`config.mk`:
```
export PLATFORM = sky130hd
export DESIGN_NAME = controlador_vga_param
export DESIGN_NICKNAME = d
export VERILOG_FILES = /design/src/rtl/vga_pkg.sv /design/src/rtl/vga_delay_line.sv /design/src/rtl/controlador_vga_param.sv
export SDC_FILE = /design/constraint.sdc
export NUM_CORES = 1
export LEC_CHECK = 0
export CORE_ASPECT_RATIO = 2
export CORE_MARGIN = 2
export CORE_UTILIZATION = 40
export DETAILED_ROUTE_END_ITERATION = 12
export PLACE_DENSITY = 0.73
export SLEW_MARGIN = 0
export SYNTH_ARGS = -nofsm -noshare
export SYNTH_HDL_FRONTEND = slang
export SYNTH_HIERARCHICAL = 1
export SYNTH_SLANG_ARGS = --single-unit
```
`constraint.sdc`:
```
create_clock -name clock_25 -period 3.76 [get_ports clock_25]
set_input_delay 0.564 -clock clock_25 [delete_from_list [all_inputs] [get_ports clock_25]]
set_output_delay 0.564 -clock clock_25 [all_outputs]
set_load 0.02 [all_outputs]
```
`src/rtl/vga_pkg.sv`:
```
// Shared types and helpers for the parametrised VGA controller.
// No logic of its own; sizes counters and names the FSM states.
// Sync polarity is folded in by helper function, not by callers.
package vga_pkg;

  typedef enum logic [1:0] {
    IDLE       = 2'd0,
    WAIT_FRAME = 2'd1,
    RUN        = 2'd2
  } vga_state_t;

  // Electrical levels of a sync pin.
  localparam logic SYNC_LVL_HIGH = 1'b1;
  localparam logic SYNC_LVL_LOW  = 1'b0;

  // Bit positions inside the pipelined control bundle.
  localparam int unsigned B_HS  = 4;
  localparam int unsigned B_VS  = 3;
  localparam int unsigned B_VIS = 2;
  localparam int unsigned B_RUN = 1;
  localparam int unsigned B_FS  = 0;

  function automatic int unsigned h_total(input int unsigned act, input int unsigned fp,
                                          input int unsigned sy, input int unsigned bp);
    return act + fp + sy + bp;
  endfunction

  function automatic int unsigned v_total(input int unsigned act, input int unsigned fp,
                                          input int unsigned sy, input int unsigned bp);
    return act + fp + sy + bp;
  endfunction

  // Width able to hold every value 0..n inclusive (n itself is used as a compare bound).
  function automatic int unsigned cnt_width(input int unsigned n);
    return (n < 1) ? 1 : $clog2(n + 1);
  endfunction

  // Pin level for a logically active/inactive sync, honouring polarity.
  function automatic logic sync_level(input logic active, input logic neg);
    return (active ^ neg) ? SYNC_LVL_HIGH : SYNC_LVL_LOW;
  endfunction

endpackage

```
`src/rtl/vga_delay_line.sv`:
```
// Resettable shift register aligning control bits with memory read data.
// Latency: DEPTH clocks from din to dout.
// No backpressure: shifts every clock.
module vga_delay_line #(
  parameter int unsigned       WIDTH   = 5,
  parameter int unsigned       DEPTH   = 3,
  parameter logic [WIDTH-1:0]  RST_VAL = '0
) (
  input  logic             clk,
  input  logic             rst_n,
  input  logic [WIDTH-1:0] din,
  output logic [WIDTH-1:0] dout
);

  logic [WIDTH-1:0] stage_q [DEPTH];
  logic [WIDTH-1:0] stage_d [DEPTH];

  // Next stage contents: new sample enters stage 0, everything else moves up one.
  always_comb begin
    stage_d[0] = din;
    for (int i = 1; i < DEPTH; i++) begin
      stage_d[i] = stage_q[i-1];
    end
  end

  // Stage registers clear to the inactive/blank level.
  always_ff @(posedge clk or negedge rst_n) begin
    if (!rst_n) begin
      for (int i = 0; i < DEPTH; i++) begin
        stage_q[i] <= RST_VAL;
      end
    end else begin
      for (int i = 0; i < DEPTH; i++) begin
        stage_q[i] <= stage_d[i];
      end
    end
  end

  assign dout = stage_q[DEPTH-1];

endmodule

```
`src/rtl/controlador_vga_param.sv`:
```
// Parametrised VGA timing generator with framebuffer fetch and pixel replication.
// Latency: address/rd_en 1 clock after the counters; pins MEM_LAT+1 clocks after.
// No backpressure: the read port is fixed-latency and always answers.
module controlador_vga_param
  import vga_pkg::*;
#(
  parameter int unsigned      H_ACTIVE   = 640,
  parameter int unsigned      H_FP       = 16,
  parameter int unsigned      H_SYNC     = 96,
  parameter int unsigned      H_BP       = 48,
  parameter int unsigned      V_ACTIVE   = 480,
  parameter int unsigned      V_FP       = 10,
  parameter int unsigned      V_SYNC     = 2,
  parameter int unsigned      V_BP       = 33,
  parameter bit               SYNC_NEG   = 1'b1,
  parameter int unsigned      SCALE_LOG2 = 0,
  parameter int unsigned      MEM_LAT    = 2,
  parameter int unsigned      ADDR_W     = 32,
  parameter logic [ADDR_W-1:0] BASE_ADDR = '0
) (
  input  logic              clock_25,
  input  logic              reset,
  input  logic              start,
  input  logic [23:0]       rd_data,
  output logic [ADDR_W-1:0] address,
  output logic              rd_en,
  output logic [7:0]        red,
  output logic [7:0]        green,
  output logic [7:0]        blue,
  output logic              hsync,
  output logic              vsync,
  output logic              n_blank,
  output logic              frame_start
);

  localparam int unsigned H_TOT = h_total(H_ACTIVE, H_FP, H_SYNC, H_BP);
  localparam int unsigned V_TOT = v_total(V_ACTIVE, V_FP, V_SYNC, V_BP);
  localparam int unsigned HW    = cnt_width(H_TOT);
  localparam int unsigned VW    = cnt_width(V_TOT);
  localparam int unsigned DLY   = MEM_LAT + 1;

  localparam logic [HW-1:0] H_LAST  = HW'(H_TOT - 1);
  localparam logic [HW-1:0] H_VIS   = HW'(H_ACTIVE);
  localparam logic [HW-1:0] HS_BEG  = HW'(H_ACTIVE + H_FP);
  localparam logic [HW-1:0] HS_END  = HW'(H_ACTIVE + H_FP + H_SYNC);
  localparam logic [VW-1:0] V_LAST  = VW'(V_TOT - 1);
  localparam logic [VW-1:0] V_VIS   = VW'(V_ACTIVE);
  localparam logic [VW-1:0] VS_BEG  = VW'(V_ACTIVE + V_FP);
  localparam logic [VW-1:0] VS_END  = VW'(V_ACTIVE + V_FP + V_SYNC);
  // Low v_cnt bits that must be zero for a new source row to begin.
  localparam logic [VW-1:0] V_SUB_MASK = VW'((1 << SCALE_LOG2) - 1);
  localparam logic [ADDR_W-1:0] ROW_STEP = ADDR_W'(H_ACTIVE >> SCALE_LOG2);
  localparam logic SYNC_IDLE = SYNC_NEG ? SYNC_LVL_HIGH : SYNC_LVL_LOW;
  localparam logic [4:0] DLY_RST = {SYNC_IDLE, SYNC_IDLE, 3'b000};

  logic [HW-1:0]     h_cnt_q, h_cnt_d;
  logic [VW-1:0]     v_cnt_q, v_cnt_d;
  vga_state_t        state_q, state_d;
  logic [ADDR_W-1:0] row_base_q, row_base_d;
  logic [ADDR_W-1:0] address_q, address_d;
  logic              rd_en_q, rd_en_d;

  logic h_wrap, v_last, at_origin, at_end;
  logic visible, hs_act, vs_act, run_nxt;
  logic [4:0] dly_in, dly_out;

  // Raster counters (free-running out of reset) and region decode.
  always_comb begin
    h_wrap    = (h_cnt_q == H_LAST);
    v_last    = (v_cnt_q == V_LAST);
    at_origin = (h_cnt_q == '0) && (v_cnt_q == '0);
    at_end    = h_wrap && v_last;
    h_cnt_d   = h_wrap ? '0 : h_cnt_q + HW'(1);
    v_cnt_d   = v_cnt_q;
    if (h_wrap) begin
      v_cnt_d = v_last ? '0 : v_cnt_q + VW'(1);
    end
    visible = (h_cnt_q < H_VIS) && (v_cnt_q < V_VIS);
    hs_act  = (h_cnt_q >= HS_BEG) && (h_cnt_q < HS_END);
    vs_act  = (v_cnt_q >= VS_BEG) && (v_cnt_q < VS_END);
  end

  // Display FSM: start only takes effect on frame boundaries.
  always_comb begin
    state_d = state_q;
    case (state_q)
      IDLE:       if (start) state_d = WAIT_FRAME;
      WAIT_FRAME: begin
        if (!start)         state_d = IDLE;
        else if (at_origin) state_d = RUN;
      end
      RUN:        if (!start && at_end) state_d = IDLE;
      default:    state_d = IDLE;
    endcase
  end

  // Fetch strobe and incremental address; row base steps once per source row.
  always_comb begin
    run_nxt   = (state_d == RUN);
    rd_en_d   = run_nxt && visible;
    address_d = address_q;
    if (rd_en_d) begin
      address_d = row_base_q + ADDR_W'(h_cnt_q >> SCALE_LOG2);
    end
    row_base_d = row_base_q;
    if (h_wrap) begin
      if (v_cnt_d == '0) begin
        row_base_d = BASE_ADDR;
      end else if ((v_cnt_d & V_SUB_MASK) == '0) begin
        row_base_d = row_base_q + ROW_STEP;
      end
    end
  end

  // State, counter and fetch registers.
  always_ff @(posedge clock_25 or negedge reset) begin
    if (!reset) begin
      h_cnt_q    <= '0;
      v_cnt_q    <= '0;
      state_q    <= IDLE;
      row_base_q <= BASE_ADDR;
      address_q  <= BASE_ADDR;
      rd_en_q    <= 1'b0;
    end else begin
      h_cnt_q    <= h_cnt_d;
      v_cnt_q    <= v_cnt_d;
      state_q    <= state_d;
      row_base_q <= row_base_d;
      address_q  <= address_d;
      rd_en_q    <= rd_en_d;
    end
  end

  // Control bits travel alongside the read so they meet rd_data at the pins.
  always_comb begin
    dly_in        = '0;
    dly_in[B_HS]  = sync_level(hs_act, SYNC_NEG);
    dly_in[B_VS]  = sync_level(vs_act, SYNC_NEG);
    dly_in[B_VIS] = visible;
    dly_in[B_RUN] = run_nxt;
    dly_in[B_FS]  = at_origin && run_nxt;
  end

  vga_delay_line #(
    .WIDTH   (5),
    .DEPTH   (DLY),
    .RST_VAL (DLY_RST)
  ) u_dly (
    .clk   (clock_25),
    .rst_n (reset),
    .din   (dly_in),
    .dout  (dly_out)
  );

  // Pixel gate: memory data only reaches the DAC inside a displayed visible region.
  always_comb begin
    {red, green, blue} = '0;
    if (dly_out[B_VIS] && dly_out[B_RUN]) begin
      {red, green, blue} = rd_data;
    end
  end

  assign address     = address_q;
  assign rd_en       = rd_en_q;
  assign hsync       = dly_out[B_HS];
  assign vsync       = dly_out[B_VS];
  assign n_blank     = dly_out[B_VIS];
  assign frame_start = dly_out[B_FS];

endmodule

```
==> impl_metrics.tcl, run 1 <==
set metrics [dict create \
    layout-drive-gt1-share_pct 7.692 \
    yosysWarnings 6 \
    grt_usage_pct 17.62 \
    p_clk_share_pct 46.1 \
    cpMaxStageDelayCell "or3_1" \
    die_area_um2 12750 \
    clk_latency_ns 0.35 \
    antenna_cells 0 \
    cts_buffers 9 \
    critPathMaxFanout 14 \
    overflow 0 \
    rr_worst_depth 9 \
    final_cell_mix "89 x dfrtp_1, 86 x clkdlybuf4s50_1, 65 x nand2_1" \
    crit_buf_inv 1 \
    grt_pass1_vias 3723 \
    synth_ff_type "dfrtp_1" \
    vias_per_cell 5.353 \
    peakVddDrop_uv 250.1 \
    antenna_found_initial 0 \
    maxCapViolCount 0 \
    p_sw_w 0.0004548 \
    fillers 1049 \
    critPathCaptureType "flip-flop" \
    rows 56 \
    wire_per_inst_um 14.93 \
    die_h_um 157.7 \
    fp.coreArea_um2 11630 \
    io_pins 88 \
    setup-violations-final 0 \
    clk_pin_slew_worst_paths_ns 0.07 \
    stdcell_count 717 \
    die_x_um 80.85 \
    crit_start "h_cnt_q[0]" \
    drt_iter0_markers 281 \
    gp_congestion 0.8827 \
    period_share_pct 90.87 \
    setup-tns-final_ns 0 \
    mostFrequentLayoutCell "dfrtp_1" \
    synth_edf_count 0 \
    power_density_nw_per_um2 341.1 \
    r2r_slack_ns 0.34 \
    critPathCapture "row_base_q[11]" \
    reg2reg_to "row_base_q[11]" \
    clock_skew_ns 0.01103 \
    initial_utilization_pct 40.62 \
    yosysSeqAreaShare_pct 50.48 \
    grt_pass1_wl_mm 17.51 \
    clockBufferDepth 2 \
    area_growth_pct 27.41 \
    rsz0062_at_grt "false" \
    syn_area_um2 4725 \
    synth.distinct_cells 56 \
    seq_power_share_pct 50.3 \
    p_comb_share_pct 3.6 \
    cts_resized 0 \
    ant_nets 0 \
    path_delay_family "simple AND/OR/NAND/NOR gates" \
    max_slew_margin_pct 24.89 \
    ctsHoldBuffers 0 \
    crit_cells 9 \
    dp.cells 701 \
    syn_inst 486 \
    grt_max_degree 52 \
    clock.fmax_ghz 0.2927 \
    cp.arrival_ns 3.64 \
    syn-num-nets 522 \
    fin_crit_ns 3.417 \
    htree_levels 3 \
    post-cts-setup-buffers 0 \
    async_flop_share_pct 100.0 \
    path_cells "ha_1 > nand4_1 > or3_1 > nor3_1 > o211ai_1 > a21o_1 > nor3_4 > buf_4 > o22ai_2" \
    ys_ff_latch 95 \
    swShare_pct 22.15 \
    worst_slew_pin_slew_ns 1.117 \
    power.total_w 0.002053 \
    r2r-start "h_cnt_q[0]" \
    clock-sinks 95 \
    root_buffer "clkbuf_16" \
    vias 3838 \
    placed_area_um2 5707 \
    hold_path.class "input pin to asynchronous set/reset pin" \
    maxSlewViolCount 0 \
    cp_slowest_stage_delay_ns 0.61 \
    crit_type "flip-flop to flip-flop" \
    synth.avg_cell_area_um2 9.721 \
    dp_hpwl_mm 7.903 \
    drt_wl_total_mm 10.70 \
    first_pass_iters 4 \
    fin_nets 603 \
    status "finished clean" \
    critPathRequiredTime_ns 3.98 \
    io_buffers 87 \
    final_area_um2 6020 \
    drc 0 \
    final_hold_viol_count 0 \
    internal-power_w 0.001599 \
    p_leak_nw 2.628 \
    cts_tree "done" \
    startpoint_type "flip-flop" \
]
-- layer usage --
layer	track usage, %	vias to the layer above	share of wire (%)
li1	-	1841	-
met1	19.35	1870	39
met2	31.64	101	55
met3	2.109	26	3.7
met4	10.33	0	3.3
met5	0	-	0
-- registers in the layout (all words and copies together), names as in the netlist --
name           flops
address           32
row_base_q        25
h_cnt_q           10
u_dly/stage_d     10
v_cnt_q           10
u_dly/dout         5
state_q            2
rd_en              1
-- synthesized netlist by cell type, types with 3 or more instances --
cell type | count | area share (%)
nand3_1 | 19 | 2.0
or4_1 | 4 | 0.64
inv_1 | 10 | 0.79
and2_1 | 5 | 0.66
clkbuf_1 | 17 | 1.4
nand2_1 | 65 | 5.2
xor2_1 | 34 | 6.3
dfstp_2 | 6 | 3.3
nand4_1 | 12 | 1.6
nor2_1 | 41 | 3.3
nor3b_1 | 3 | 0.48
o31ai_1 | 5 | 0.79
xnor2_1 | 21 | 3.9
o21ai_0 | 43 | 4.6
nor3_1 | 11 | 1.2
dfrtp_1 | 89 | 47
and4_1 | 4 | 0.74
or2_2 | 3 | 0.40
nor4_1 | 3 | 0.40
and3_1 | 29 | 3.8
buf_6 | 3 | 0.71
or3_1 | 4 | 0.53
ha_1 | 9 | 2.4
a21oi_1 | 3 | 0.32
-- kinds of logic (layout without fill, tap and decap cells) --
group,count (synthesis),count (layout),share of synthesized area (%)
xor+xnor,55,55,10.20
mux,3,3,0.7150
fa+ha+maj,9,9,2.384
simple gates,217,217,23.52
buf+inv,34,120,3.337
compound gates,72,72,9.296
flops,95,95,50.48
other cells,1,1,0.07937
-- power by group through the flow --
stage	combinational [W]	clock [W]	sequential, W
floorplan	0.00000578	0	0.00106
global placement	0.0000747	0	0.00105
detailed placement	0.0000759	0	0.00105
CTS	0.0000762	0.000958	0.00103
global route	0.0000819	0.00100	0.00103
finish	0.0000741	0.000947	0.00103
-- area by class of cell --
type	count	area (um^2)	share of cell area (%)
well taps	145	181.4	3.014
inverters	10	37.54	0.6236
repair buffers	94	920.9	15.30
flip-flops and latches	95	2385	39.62
clock buffers	9	225.2	3.741
clock inverters	7	87.58	1.455
multi-input cells	357	2182	36.25
-- per-stage QoR --
stage	hold slack, ns	setup WS, ns	util [%]
after floorplan	0.2684	1.045	-
after global placement	0.3327	0.5841	49.06
after detailed placement	0.3372	0.4100	49.06
after CTS	0.2560	0.3618	51.75
after global routing	0.2906	0.09527	51.75
final	0.2259	0.3434	51.75
-- worst min path at each step --
stage	from	to	slack, ns	depth (start not counted)
finish	reset	u_dly/stage_d[6]	0.23	1
global route	reset	u_dly/stage_d[1]	0.29	1
CTS	reset	state_q[1]	0.26	1
detailed placement	u_dly/stage_d[6]	u_dly/stage_d[1]	0.34	0
global placement	u_dly/stage_d[7]	u_dly/stage_d[2]	0.33	0
floorplan	reset	address[0]	0.27	0
No activity file was read; power rests on OpenSTA's default activity.
==> run 2: changes to the inputs <==
- HOLD_SLACK_MARGIN: unset -> 0.06
- SKIP_LAST_GASP: unset -> 1
==> results of run 2 <==
The final DEF is identical to that of run 1; final timing and power are the same.
